## src/rtl/lsu_pkg.sv

```systemverilog
// Shared definitions for the load/store unit: data width, RV32I load/store
// funct3 encodings and the two-state read-modify-write state type.
package lsu_pkg;

  localparam int XLEN = 32;

  localparam logic [2:0] F3_B  = 3'b000;
  localparam logic [2:0] F3_H  = 3'b001;
  localparam logic [2:0] F3_W  = 3'b010;
  localparam logic [2:0] F3_BU = 3'b100;
  localparam logic [2:0] F3_HU = 3'b101;

  typedef enum logic {
    IDLE   = 1'b0,
    RMW_WR = 1'b1
  } lsu_state_t;

  // funct3 values that name a real load
  function automatic logic f3_is_load(input logic [2:0] f3);
    return (f3 == F3_B) || (f3 == F3_H) || (f3 == F3_W) ||
           (f3 == F3_BU) || (f3 == F3_HU);
  endfunction

  // funct3 values that name a real store
  function automatic logic f3_is_store(input logic [2:0] f3);
    return (f3 == F3_B) || (f3 == F3_H) || (f3 == F3_W);
  endfunction

endpackage

```

## src/rtl/lsu_lane_align.sv

```systemverilog
// Combinational byte/halfword lane handling for the LSU.
//   LOAD_PATH=1 : o_data = lane of i_word selected by i_addr_lo, extended per
//                 i_funct3 (B/H sign, BU/HU zero, W pass-through).
//   LOAD_PATH=0 : o_data = i_word with the addressed lane replaced by the low
//                 byte/halfword of i_wdata (B/H); W returns i_wdata.
// Ports: i_word (memory word), i_addr_lo (byte offset), i_funct3,
//        i_wdata (store data), o_data (result).
module lsu_lane_align #(
  parameter int XLEN      = 32,
  parameter bit LOAD_PATH = 1'b1
) (
  input  logic [XLEN-1:0] i_word,
  input  logic [1:0]      i_addr_lo,
  input  logic [2:0]      i_funct3,
  input  logic [XLEN-1:0] i_wdata,
  output logic [XLEN-1:0] o_data
);
  import lsu_pkg::*;

  logic [4:0] w_bit_ofs;
  assign w_bit_ofs = {i_addr_lo, 3'b000};

  generate
    if (LOAD_PATH) begin : g_load
      logic [7:0]  w_byte;
      logic [15:0] w_half;
      logic        w_unused;

      // halfword lane only looks at addr[1]; addr[0] is handled upstream
      assign w_byte   = i_word[w_bit_ofs +: 8];
      assign w_half   = i_addr_lo[1] ? i_word[31:16] : i_word[15:0];
      assign w_unused = ^i_wdata;

      always_comb begin
        o_data = i_word;
        case (i_funct3)
          F3_B:    o_data = {{(XLEN-8){w_byte[7]}}, w_byte};
          F3_H:    o_data = {{(XLEN-16){w_half[15]}}, w_half};
          F3_BU:   o_data = {{(XLEN-8){1'b0}}, w_byte};
          F3_HU:   o_data = {{(XLEN-16){1'b0}}, w_half};
          default: o_data = i_word;
        endcase
      end
    end else begin : g_merge
      always_comb begin
        o_data = i_word;
        case (i_funct3)
          F3_B: o_data[w_bit_ofs +: 8] = i_wdata[7:0];
          F3_H: begin
            if (i_addr_lo[1]) o_data[31:16] = i_wdata[15:0];
            else              o_data[15:0]  = i_wdata[15:0];
          end
          default: o_data = i_wdata;
        endcase
      end
    end
  endgenerate

endmodule

```

## src/rtl/lsu_mem_initiator.sv

```systemverilog
// Memory-stage load/store unit. Turns RV32I loads/stores into word accesses
// on a combinational-read, posedge-write data memory. SB/SH use a two-cycle
// read-modify-write (read+merge in IDLE, write in RMW_WR).
// Optional: LSU_MISALIGN_EXC_EN flags misaligned H/W accesses on misalign,
//   suppresses such stores and returns 0 for such loads. Undefined: misalign
//   stays 0 and accesses go to the aligned word.
// Ports:
//   clk, rst (sync, active-low)
//   req_valid/req_store/req_funct3/req_addr/req_wdata : request in
//   req_ready : 0 while the RMW write phase stalls the pipe
//   resp_valid/resp_rdata : load result, 1 cycle after acceptance
//   misalign : 1-cycle pulse after a misaligned access (feature build only)
//   mem_addr/mem_wd/mem_we/mem_rd : data memory interface
module lsu_mem_initiator #(
  parameter int XLEN          = 32,
  parameter int ADDR_MASK_LSB = 2
) (
  input  logic            clk,
  input  logic            rst,
  input  logic            req_valid,
  input  logic            req_store,
  input  logic [2:0]      req_funct3,
  input  logic [XLEN-1:0] req_addr,
  input  logic [XLEN-1:0] req_wdata,
  output logic            req_ready,
  output logic            resp_valid,
  output logic [XLEN-1:0] resp_rdata,
  output logic            misalign,
  output logic [XLEN-1:0] mem_addr,
  output logic [XLEN-1:0] mem_wd,
  output logic            mem_we,
  input  logic [XLEN-1:0] mem_rd
);
  import lsu_pkg::*;

  lsu_state_t      r_state;
  logic [XLEN-1:0] r_merge;
  logic [XLEN-1:0] r_addr;
  logic [XLEN-1:0] r_rdata;
  logic            r_resp_valid;
  logic            r_misalign;

  logic [XLEN-1:0] w_word_addr;
  logic [XLEN-1:0] w_load_data;
  logic [XLEN-1:0] w_merge_data;
  logic            w_acc;
  logic            w_mis;
  logic            w_ld_ok;
  logic            w_st_ok;
  logic            w_do_load;
  logic            w_do_sw;
  logic            w_do_rmw;
  logic            w_mis_evt;

  assign w_word_addr = {req_addr[XLEN-1:ADDR_MASK_LSB], {ADDR_MASK_LSB{1'b0}}};
  assign w_acc       = req_valid && (r_state == IDLE);
  assign w_ld_ok     = f3_is_load(req_funct3);
  assign w_st_ok     = f3_is_store(req_funct3);

`ifdef LSU_MISALIGN_EXC_EN
  assign w_mis = (((req_funct3 == F3_H) || (req_funct3 == F3_HU)) && req_addr[0]) ||
                 ((req_funct3 == F3_W) && (req_addr[1:0] != 2'b00));
`else
  assign w_mis = 1'b0;
`endif

  assign w_do_load = w_acc && !req_store && w_ld_ok;
  assign w_do_sw   = w_acc && req_store && (req_funct3 == F3_W) && !w_mis;
  assign w_do_rmw  = w_acc && req_store && w_st_ok && (req_funct3 != F3_W) && !w_mis;
  // only a real (valid funct3) access can raise the flag
  assign w_mis_evt = w_acc && w_mis && (req_store ? w_st_ok : w_ld_ok);

  lsu_lane_align #(.XLEN(XLEN), .LOAD_PATH(1'b1)) u_load_align (
    .i_word    (mem_rd),
    .i_addr_lo (req_addr[1:0]),
    .i_funct3  (req_funct3),
    .i_wdata   (req_wdata),
    .o_data    (w_load_data)
  );

  lsu_lane_align #(.XLEN(XLEN), .LOAD_PATH(1'b0)) u_merge_align (
    .i_word    (mem_rd),
    .i_addr_lo (req_addr[1:0]),
    .i_funct3  (req_funct3),
    .i_wdata   (req_wdata),
    .o_data    (w_merge_data)
  );

  // reset gates the write strobe directly so a pending RMW write is dropped
  assign mem_we     = rst && ((r_state == RMW_WR) || w_do_sw);
  assign mem_addr   = (r_state == RMW_WR) ? r_addr  : w_word_addr;
  assign mem_wd     = (r_state == RMW_WR) ? r_merge : req_wdata;
  assign req_ready  = (r_state == IDLE);
  assign resp_valid = r_resp_valid;
  assign resp_rdata = r_rdata;
  assign misalign   = r_misalign;

  always_ff @(posedge clk) begin
    if (!rst) begin
      r_state      <= IDLE;
      r_merge      <= '0;
      r_addr       <= '0;
      r_rdata      <= '0;
      r_resp_valid <= 1'b0;
      r_misalign   <= 1'b0;
    end else begin
      r_resp_valid <= w_do_load;
      r_misalign   <= w_mis_evt;
      if (w_do_load) r_rdata <= w_mis ? '0 : w_load_data;
      case (r_state)
        IDLE: begin
          if (w_do_rmw) begin
            r_merge <= w_merge_data;
            r_addr  <= w_word_addr;
            r_state <= RMW_WR;
          end
        end
        RMW_WR:  r_state <= IDLE;
        default: r_state <= IDLE;
      endcase
    end
  end

endmodule
```

## config.mk

```make
export PLATFORM = sky130hd
export DESIGN_NAME = lsu_mem_initiator
export DESIGN_NICKNAME = d
export VERILOG_FILES = /design/src/rtl/lsu_pkg.sv /design/src/rtl/lsu_lane_align.sv /design/src/rtl/lsu_mem_initiator.sv
export SDC_FILE = /design/constraint.sdc
export NUM_CORES = 1
export LEC_CHECK = 0
export ABC_AREA = 1
export BUFFER_PORTS_ARGS = -buffer_cell sky130_fd_sc_hd__buf_2
export CAP_MARGIN = 20
export CORE_UTILIZATION = 30
export CTS_CLUSTER_DIAMETER = 60
export DETAILED_ROUTE_END_ITERATION = 6
export SKIP_LAST_GASP = 1
export SLEW_MARGIN = 0
export SYNTH_ARGS = -nofsm -noshare
export SYNTH_HDL_FRONTEND = slang
export SYNTH_HIERARCHICAL = 1
export SYNTH_SLANG_ARGS = --single-unit
```

## constraint.sdc

```tcl
create_clock -name clk -period 2.2 [get_ports clk]
set_input_delay 0.44 -clock clk [delete_from_list [all_inputs] [get_ports clk]]
set_output_delay 0.44 -clock clk [all_outputs]
set_load 0.02 [all_outputs]
```

# Word level (Yosys, flattened, before mapping)
# Cells that the tools add are included.
[totals] reg_bits=96 in_bits=103 out_inout_bits=100 word_cells=41
[classes] n_addsub=1 eq_ne=5 n_shift=3 muxes=10 bitwise=1 reduce_logical=16
[op_table] op="one-hot mux 32 bit (4 select lines)" count=1
[op_table] op="2-to-1 mux 32 bit" count=2
[op_table] op="one-hot mux 32 bit (2 select lines)" count=1
[op_table] op="2-to-1 mux 16 bit" count=3
[op_table] op="bitwise mux 32 bit" count=1
[op_table] op="variable shift 8 x 7 -> 32 bit, first input constant" count=1
[op_table] op="indexed part select 32 x 6 -> 8 bit" count=1
[op_table] op="indexed part select 8 x 7 -> 32 bit" count=1
[op_table] op="logical AND 1 bit" count=8
[op_table] op="negation 5 -> 7 bit" count=1
[op_table] op="== test 3 bit, second input constant" count=2
[op_table] op="logical OR 1 bit" count=5
[op_table] op="== test 3 x 1 -> 1 bit, second input constant" count=1
[op_table] op="== test 3 x 2 -> 1 bit, second input constant" count=1
[op_table] op="zero test 3 bit" count=1
[op_table] op="!= test 3 x 2 -> 1 bit, second input constant" count=1
[op_table] op="one-hot mux 1 bit (2 select lines)" count=1
[op_table] op="AND reduction 2 bit" count=1
[op_table] op="zero test 1 bit" count=1
[op_table] op="2-to-1 mux 1 bit" count=1
[op_table] op="inverter 1 bit" count=1

# Logic depth before layout (Yosys ltp)
# Gate-level depths: netlist (run 1).
[logic_depth] depth_word=7 depth_mapped=14 ltp_nobuf=12

# Modules after synthesis
# The synthesis (run 1) kept the hierarchy.
[by_module_without_submodules] module="lsu_mem_initiator" n_inst=1 cells_each=793 area_each_um2=4695.8 seq_area_each_um2=1921.8
[by_module_without_submodules] module="lsu_lane_align (u_merge_align)" n_inst=1 cells_each=498 area_each_um2=1994.4 seq_area_each_um2=0.0
[by_module_without_submodules] module="lsu_lane_align (u_load_align)" n_inst=1 cells_each=194 area_each_um2=1022.2 seq_area_each_um2=0.0

# Worst setup path after synthesis (run 1)
# No wires, ideal clock.
[synth_path] kind="input-to-reg" startpoint="input req_addr[0]" endpoint="register r_merge[31]" t_arrival_ns=1.908 setup_slack_ns=0.228 path_stages=13 path_buffers=2 cell_sequence="buf_2 -> buf_4 -> inv_1 -> ha_1 -> nor2_1 -> nand2_1 -> nand2_1 -> nand2_1 -> nand2_1 -> inv_1 -> nand2_1 -> nand2_1 -> nor2_1"
[synth_via] elab_chain_cells=4 elab_cells_between_ends=5 cone_classes="add/sub: 1; shift: 2; mux: 2"
[synth_lines] element="start, declared" line_no="lsu_mem_initiator.sv:23" text="input logic [XLEN-1:0] req_addr,"
[synth_lines] element="negation 5 -> 7 bit *" line_no="lsu_lane_align.sv:48" text="F3_B: o_data[w_bit_ofs +: 8] = i_wdata[7:0];"
[synth_lines] element="indexed part select 8 x 7 -> 32 bit or variable shift 8 x 7 -> 32 bit (tied branches)" line_no="lsu_lane_align.sv:48"
[synth_lines] element="bitwise mux 32 bit *" line_no="lsu_lane_align.sv:48"
[synth_lines] element="one-hot mux 32 bit (2 select lines) *" line_no="lsu_lane_align.sv:47" text="case (i_funct3)"
[synth_lines] element="via w_merge_data[31]" line_no="lsu_mem_initiator.sv:45" text="logic [XLEN-1:0] w_merge_data;"
[synth_lines] element="end signal, assigned" line_no="lsu_mem_initiator.sv:113" text="r_merge <= w_merge_data;"
[synth_lines] element="end, declared" line_no="lsu_mem_initiator.sv:37" text="logic [XLEN-1:0] r_merge;"
# The timed path passes the listed nets; every way through them passes the cells marked *.
# A chain may end at the register's enable or synchronous reset.

# Final worst setup path (run 1)
[layout_path] startpoint="register r_state" endpoint="output mem_wd[8]"
[layout_via] elab_chain_cells=1
[layout_lines] element="start, declared" line_no="lsu_mem_initiator.sv:36" text="lsu_state_t r_state;"
[layout_lines] element="start signal, assigned" line_no="lsu_mem_initiator.sv:100" text="r_state <= IDLE;"
[layout_lines] element="start signal, assigned" line_no="lsu_mem_initiator.sv:115" text="r_state <= RMW_WR;"
[layout_lines] element="start signal, assigned" line_no="lsu_mem_initiator.sv:118" text="RMW_WR: r_state <= IDLE;"
[layout_lines] element="2-to-1 mux 32 bit" line_no="lsu_mem_initiator.sv:92" text="assign mem_wd = (r_state == RMW_WR) ? r_merge : req_wdata;"
[layout_lines] element="end, declared" line_no="lsu_mem_initiator.sv:30" text="output logic [XLEN-1:0] mem_wd,"
# Every way passes these cells.

==> results.md, run 1 <==
- Cell mode on critical path: nand2_1
- DR iter-0 viols: roughly 760
- Worst Path Buf+Inv: 3
- Fin. max-slew vios: 0
- Post-route clock skew: roughly 0.0066 ns
- P&R area growth vs syn: 20.6%
- Hold buffers post-CTS: 0
- Most frequent cells in the layout: nand2_1 (588), nor2_1 (352), buf_2 (199)
- Max-cap violations: 0
- Die X: between 150 and 200 um
- Post-synth EDFFs: 0
- Vias/cell: between 4 and 5
- Layout fillers: between 2000 and 3000
- Critical path's slowest cell: dfxtp_2
- Detail Placement HPWL: between 15 and 20 mm
- Crit Path Max Fanout: 33
- Final Critical Period: 1.96 ns
- Lkg Pwr: roughly 5.4 nW
- RSZ-0062 raised after global routing: false
- ANT cells: 0
- Initial antenna violation count: 0
- Fmax: around 510 MHz
- Layout cells sized above 1: 17.2%
- Grt ovf: 0
- Post-Syn Area: 7710 um2
- Worst ir drop on vdd: between 0.3 and 0.4 mV
- Required time of the worst setup path: around 1.8 ns
- Ranking of synthesized cells by area: nand2_1 (29%), dfxtp_1 (25%), nor2_1 (17%), inv_1 (9.5%), nand3_1 (4.5%)
- Status: finished clean
- Core area: between 20000 and 30000 um2
- Largest area contributor in the netlist: nand2_1
- Crit Path Class: reg -> out
- Synth unique cells: 33
- Post-route setup TNS: 0 ns
- Most common cell after layout, fill and taps aside: nand2_1
- Post-Syn Area per Cell: 5.19 um2
- Final hold viol count: 0
- # resized after CTS: 0
- Per-cell routed wire length: roughly 13 um
- Via count: ~8800
- TritonCTS buffer count: 9
- First-pass GRT wire length: between 30 and 40 mm
- Clk slew on worst S/H paths: 0.07 ns
- Die area: between 20000 and 30000 um2
- Async SR Flop Fraction: 0%
- Final Util: a little under two fifths
- # setup viols final: 0
- Synth Warn #: 6
- FP Rows: 58
- Largest net degree at the start of global routing: a little over 90
- HP Class: in -> reg
- #FFs+latches synth: 96
- Clock tree buffer depth: 2
- Worst stage delay on the critical path: between 0.3 and 0.4 ns
- Setup bufs post-CTS: 0
- Seq/Total Area, Yosys: 24.9%
- Crit. End Element: primary output
- Clock sink count: 96
- CP top delay family: buffers and inverters
- Aggregate routed wire length: 24.9 mm
- Drt first pass iters: 5
- Ports: around 200
- CTS tree: built
- Die Y: around 160 um
- Critical path arrival: about 1.5 ns
- CTS HTree Levels: 3
- Gpl congestion: around 0.9
- Fin crit share: approximately 89%
- Tot GR Track Use: between 10% and 20%
- CP Launch Type: flop
- Power Density: 531 nW/um2
- Starting Density: a little under a third
- Number of port buffers: approximately 200
- Cell chain of the critical path: inv_2 > buf_4 > nand2_1 > nand2_1 > buf_2
- DRC: 0
- Syn Inst Count: 1485
- Post-route ant nets: 0
- Primary FF master, synth: dfxtp_1
- Top cell type's share of synthesized area: between 20% and 30%
- Vias in the first global route: approximately 7500
- Clk root buf: clkbuf_16
- Layout Nets: between 1500 and 2000
- Worst-Skew Late Latency: roughly 0.36 ns
-- synthesized netlist by cell type (2+ instances only) --
| master | n |
|---|---|
| or2_1 | 3 |
| o21ai_0 | 38 |
| clkbuf_1 | 18 |
| buf_4 | 13 |
| nand3_2 | 14 |
| nor2_4 | 2 |
| or2_2 | 4 |
| buf_2 | 28 |
| inv_1 | 196 |
| nand2_2 | 4 |
| nor3_1 | 2 |
| buf_6 | 9 |
| nor2_2 | 4 |
| buf_1 | 12 |
| clkbuf_2 | 3 |
| nand3_1 | 70 |
| dfxtp_1 | 96 |
| inv_2 | 4 |
| a22oi_1 | 7 |
| nor3_2 | 2 |
| nand2_1 | 588 |
| ha_1 | 5 |
| nand2_4 | 2 |
| nor2_1 | 352 |
-- worst paths after layout --
check                               startpoint             end  slack (ns)  cells past startpoint
worst max-delay path                   r_state       mem_wd[8]        0.24                      5
worst min-delay path              req_addr[22]      r_addr[22]        0.39                      5
worst max register to register         r_state       r_addr[9]        0.77                      7
worst min register to register  resp_rdata[16]  resp_rdata[16]        0.48                      2
-- cells by family (layout without fill, tap and decap cells) --
kind of cell / count (synthesis) / in the layout / synth area share (%)
DFF: 96 / 96 / 24.9
AOI/OAI and AO/OA: 48 / 48 / 3.37
other: 1 / 3 / 0.0486
and+or+nand+nor: 1050 / 1050 / 54.8
adders and majority gates: 5 / 5 / 0.811
buffers and inverters: 285 / 445 / 16.1
-- state kept, by name (all words and copies together), names as in the netlist --
signal      flops
r_merge        32
resp_valid      1
r_state         1
resp_rdata     32
r_addr         30
-- stage by stage --
step / worst slack [ns] / instance area (um2) / std cells / hold slack [ns] / total power [mW]
after floorplan: 0.228 / 7720 / 1487 / 0.455 / 2.78
after global placement: 0.279 / 8980 / 1961 / 0.464 / 3.21
after detailed placement: 0.278 / 8980 / 1961 / 0.470 / 3.22
after CTS: 0.215 / 9300 / 1977 / 0.373 / 5.02
after global routing: 0.121 / 9300 / 1977 / 0.395 / 5.24
final: 0.238 / 9300 / 1977 / 0.386 / 4.94
-- worst min-delay path, cell delays in order --
cell and delay [ns]:
buf_2 0.08, inv_1 0.04, nand2_1 0.05, nand2_1 0.04, nor2_1 0.07
-- final cells by class --
class	count	area, um2	area share, %
Clock buffer	10	229	2.46
Inverter	201	759	8.16
Multi-Input combinational cell	1106	4560	49.0
Sequential cell	96	1920	20.7
Tap cell	330	413	4.44
Timing Repair Buffer	228	1330	14.3
Clock inverter	6	92.6	0.995
-- routing by layer --
| metal | vias up | wire length [um] | track usage [%] |
|---|---|---|---|
| li1 | 4649 | - | - |
| met1 | 3871 | 11700 | 25.6 |
| met2 | 300 | 11300 | 29.6 |
| met3 | 22 | 1600 | 3.18 |
| met4 | 0 | 320 | 5.32 |
| met5 | - | 0 | 0 |
-- power by group --
| part | switching (mW) | total, mW | internal [mW] | leakage [nW] |
|---|---|---|---|---|
| Combinational | 0.873 | 1.33 | 0.458 | 4.49 |
| Clock | 0.752 | 1.76 | 1.01 | 0.155 |
| Sequential | 0.0373 | 1.85 | 1.81 | 0.783 |
| Total | 1.66 | 4.94 | 3.28 | 5.42 |
Note: power is estimated with default switching activity, not from simulation.
==> inputs of run 2 (changes only) <==
BUFFER_PORTS_ARGS = not set   (was -buffer_cell sky130_fd_sc_hd__buf_2)
DONT_BUFFER_PORTS = 1   (was not set)
==> run 2 against run 1 <==
Total power shrank 9.7%. Sequential cell count is the same. Worst hold slack lost 0.19 ns. Largest cell class unchanged. Wire length shrank 2.9%. Worst setup slack lost 0.028 ns. Critical path type unchanged. Fmax shrank 1.4%. Non-clock buffer count shrank 198. Largest power group unchanged. Clock-buffer cell count shrank 1. Core utilization shrank 4.3 points. Highest routed layer is now met5. Critical path depth shrank 1.
==> results.md, run 2 (synthesis results as in run 1) <==
- Fin. max-slew vios: 0
- Power Density: roughly 540 nW/um2
- Layout Nets: ~1600
- Post-route clock skew: a little over 0.008 ns
- Grt ovf: 0
- Hold buffers post-CTS: 0
- Fin crit share: between 90% and 100%
- Ports: about 200
- Largest net degree at the start of global routing: between 100 and 150
- CP Launch Type: flop
- ANT cells: 0
- CTS tree: built
- Vias/cell: roughly 4.6
- Tot GR Track Use: roughly 18%
- Worst stage delay on the critical path: around 0.34 ns
- Post-route ant nets: 0
- Drt first pass iters: 5
- TritonCTS buffer count: 9
- Most frequent cells in the layout: nand2_1 (588), nor2_1 (351), inv_1 (196)
- Core area: between 20000 and 30000 um2
- Internal: 3.02 mW
- Layout cells sized above 1: 6.01%
- Post-route setup TNS: 0 ns
- Worst ir drop on vdd: approximately 0.40 mV
- Gpl congestion: around 0.9
- Clock sink count: 96
- Lkg Pwr: about 4.6 nW
- Starting Density: 30.6%
- Fmax: about 500 MHz
- Overall power: approximately 4.5 mW
- Switching pwr: roughly 1.4 mW
- Critical path arrival: ~1.6 ns
- Worst-Skew Late Latency: around 0.36 ns
- DRC: 0
- FP Rows: 58
- Detail Placement HPWL: roughly 18 mm
- Placed Cells: 1763
- First-pass GRT wire length: 37.6 mm
- CP top delay family: buffers and inverters
- Worst Path Buf+Inv: 2
- Final Critical Period: 1.99 ns
- Fin cells: 1778
- Layout fillers: ~3000
- Die Y: around 160 um
- CTS HTree Levels: 3
- Per-cell routed wire length: approximately 14 um
- Normalized max-slew margin: 55.1%
- Clock share of power: between 30 and 40%
- # setup viols final: 0
- Most common cell after layout, fill and taps aside: nand2_1
- Clk root buf: clkbuf_16
- DR iter-0 viols: between 500 and 600
- Setup bufs post-CTS: 0
- Cell chain of the critical path: inv_2 > buf_4 > nand2_1 > nand2_1
- # resized after CTS: 0
- Switch share: 32.2%
- Die area: roughly 26000 um2
- Crit Path Max Fanout: 16
- Via count: between 8000 and 9000
- Vias in the first global route: 7224
- Crit Path Class: reg -> out
- Critical path's slowest cell: dfxtp_2
- Aggregate routed wire length: 24.2 mm
- Die X: 162 um
- Logic pwr share: about a fifth
- Clock tree buffer depth: 2
- Hold WS: roughly 0.20 ns
- Final hold viol count: 0
- Crit. End Element: primary output
- Required time of the worst setup path: 1.76 ns
- Cell mode on critical path: nand2_1
- Max-cap violations: 0
- Flop pwr share: 42.7%
- P&R area growth vs syn: 6.51%
- Initial antenna violation count: 0
- Number of port buffers: 0
- Status: finished clean
- HP Class: in -> reg
- Worst-Margin Slew: 0.666 ns
- Clk slew on worst S/H paths: approximately 0.070 ns
- RSZ-0062 raised after global routing: false
[run 2: worst paths after layout]
check                            startpoint          end  slack [ns]  cells after the start
worst min-delay path                    rst   r_addr[31]        0.20                      2
worst max-delay path                r_state   mem_wd[13]        0.21                      4
worst min register to register  r_merge[10]  r_merge[10]        0.48                      2
worst max register to register      r_state  r_merge[18]        0.46                      7
[run 2: area by class of cell]
| type | count | area (um2) | area share [%] |
|---|---|---|---|
| clock buffers | 9 | 225 | 2.74 |
| clock inverters | 6 | 67.6 | 0.823 |
| inverters | 201 | 759 | 9.25 |
| multi-input cells | 1106 | 4560 | 55.6 |
| flip-flops and latches | 96 | 1920 | 23.4 |
| well taps | 330 | 413 | 5.03 |
| repair buffers | 30 | 263 | 3.20 |
[run 2: through the flow]
step                area (um2)  util (%)  setup slack, ns
floorplan                 7720         -            0.228
global placement          7920      31.5            0.259
detailed placement        7920      31.5            0.222
CTS                       8210      32.6            0.175
global route              8210      32.6            0.120
finish                    8210      32.6            0.209
[run 2: per-layer routing]
metal | global-route usage, % | wire, um
met1 | 22.4 | 10300
met2 | 30.1 | 11100
met3 | 5.65 | 2310
met4 | 4.89 | 400
met5 | 0.947 | 34
[run 2: power by group through the flow]
stage / Sequential, mW / Combinational, mW / Clock, mW
floorplan: 1.93 / 0.851 / 0
global route: 1.91 / 1.10 / 1.71
finish: 1.90 / 0.956 / 1.60
global placement: 1.94 / 0.950 / 0
CTS: 1.91 / 0.962 / 1.67
detailed placement: 1.95 / 0.958 / 0
==> inputs of run 3 (changes only) <==
CELL_PAD_IN_SITES_DETAIL_PLACEMENT = 2   (was not set)
CELL_PAD_IN_SITES_GLOBAL_PLACEMENT = 2   (was not set)
PLACE_DENSITY_LB_ADDON = 0.1   (was not set)
==> run 3 against run 2 <==
Final area grew 1.9%. First-iteration DRC count shrank 45%. Sequential power is essentially flat. Sequential share of layout area shrank 0.40 points. Sequential cell count is the same. Non-clock buffer count grew 18. Global-route usage grew 4.4 points. Cell count grew 1.1%. Clock power grew 4%.
==> results.md, run 3 (synthesis results as in run 1) <==
- Status: finished clean
- Cell mode on critical path: nand2_1
- Crit. End Element: primary output
- Post-route ant nets: 0
- Number of port buffers: 0
- Initial antenna violation count: 0
- Fin cells: 1797
- Layout fillers: about 3300
- Layout cells sized above 1: between 7 and 8%
- Fin. max-slew vios: 0
- Clock sink count: 96
- Crit Path Max Fanout: 29
- FP Rows: 58
- Worst Path Buf+Inv: 2
- Final Util: between 30 and 40%
- Reg2reg path depth: 7
- Gpl congestion: 0.851
- Grt ovf: 0
- Hold buffers post-CTS: 0
- Levels on crit path: 4
- Placed Cells: about 1800
- Normalized max-slew margin: approximately three fifths
- Detail Placement HPWL: between 20 and 25 mm
- Clock tree buffer depth: 2
- Fmax: between 400 and 500 MHz
- Max-cap violations: 0
- Hold path depth: 2
- Die X: between 150 and 200 um
- HP Class: in -> reg
- Required time of the worst setup path: 1.76 ns
- Clk slew on worst S/H paths: ~0.08 ns
- DR iter-0 viols: 322
- Vias/cell: 4.76
- Starting Density: 30.6%
- Layout Nets: between 1500 and 2000
- Die area: ~26000 um2
- Hold WS: about 0.2 ns
- Most common cell after layout, fill and taps aside: nand2_1
- ANT cells: 0
- Per-cell routed wire length: between 15 and 20 um
- Worst stage delay on the critical path: 0.44 ns
- Fin crit share: between 90% and 100%
- Ports: roughly 200
- Worst-Skew Late Latency: ~0.36 ns
- CP Launch Type: flop
- Aggregate routed wire length: 29.5 mm
- RSZ-0062 raised after global routing: false
- Worst-Margin Slew: about 0.59 ns
- Die Y: approximately 160 um
- Crit Path Class: reg -> out
- CTS tree: built
- Power Density: about 550 nW/um2
- Post-route setup TNS: 0 ns
- Most frequent cells in the layout: nand2_1 (588), nor2_1 (352), inv_1 (196)
- Final hold viol count: 0
- DRC: 0
- Tot GR Track Use: 22.6%
- TritonCTS buffer count: 9
- Cell chain of the critical path: inv_2 > buf_6 > nand2_1 > nand2_1
- Post-route clock skew: about 0.009 ns
- Critical path arrival: ~1.6 ns
- Drt first pass iters: 4
- Worst ir drop on vdd: approximately 0.37 mV
- # setup viols final: 0
- CP top delay family: buffers and inverters
- DP Area: roughly 8100 um2
- Setup bufs post-CTS: 0
- Core area: between 20000 and 30000 um2
- Clk root buf: clkbuf_16
- Final instance area: roughly 8400 um2
- Vias in the first global route: between 8000 and 9000
- Critical path's slowest cell: dfxtp_4
- Via count: roughly 8600
- Largest net degree at the start of global routing: 96
- Lkg Pwr: approximately 4.7 nW
- # resized after CTS: 1
- CTS HTree Levels: 3
- First-pass GRT wire length: between 40 and 50 mm
- P&R area growth vs syn: 8.52%
- Final Critical Period: between 2 and 2.5 ns
## run 3: layer usage
layer	routed length, um	up-vias	GRT usage [%]
met5	0	-	0
met1	12800	4081	26.8
met2	14600	161	40.5
met3	1680	22	5.32
met4	437	0	5.23
li1	-	4296	-
## run 3: through the flow
step           power (mW)  setup WS, ns
2_1_floorplan        2.78         0.228
3_3_place_gp         2.95         0.389
3_5_place_dp         2.99         0.325
4_1_cts              4.68        0.0854
5_1_grt              4.88       0.00386
6_report             4.59         0.127
## run 3: worst register-to-register path, delay by kind of cell (launching register included)
family | cells | cell delay (ns)
buffers and inverters | 2 | 0.47
DFF | 1 | 0.44
and+or+nand+nor | 5 | 0.67
## run 3: report_power, final
| group | internal, mW | switching (mW) | total (mW) |
|---|---|---|---|
| Sequential | 1.81 | 0.0907 | 1.90 |
| Clock | 0.805 | 0.851 | 1.66 |
| Combinational | 0.350 | 0.679 | 1.03 |
## run 3: final cells by class
type                            count  area (um2)  share of cell area (%)
Timing Repair Buffer               48         414                    4.95
Sequential cell                    96        1930                    23.0
Multi-Input combinational cell   1106        4560                    54.5
Tap cell                          330         413                    4.93
Clock buffer                        9         225                    2.69
Inverter                          201         759                    9.07
Clock inverter                      7        71.3                   0.852
## run 3: final timing paths
kind                      end  slack, ns        start
hold reg to reg   r_merge[15]       0.49  r_merge[15]
hold / removal      r_addr[2]       0.20          rst
setup / recovery   mem_wd[11]       0.13      r_state
setup reg to reg  r_merge[20]       0.53      r_state
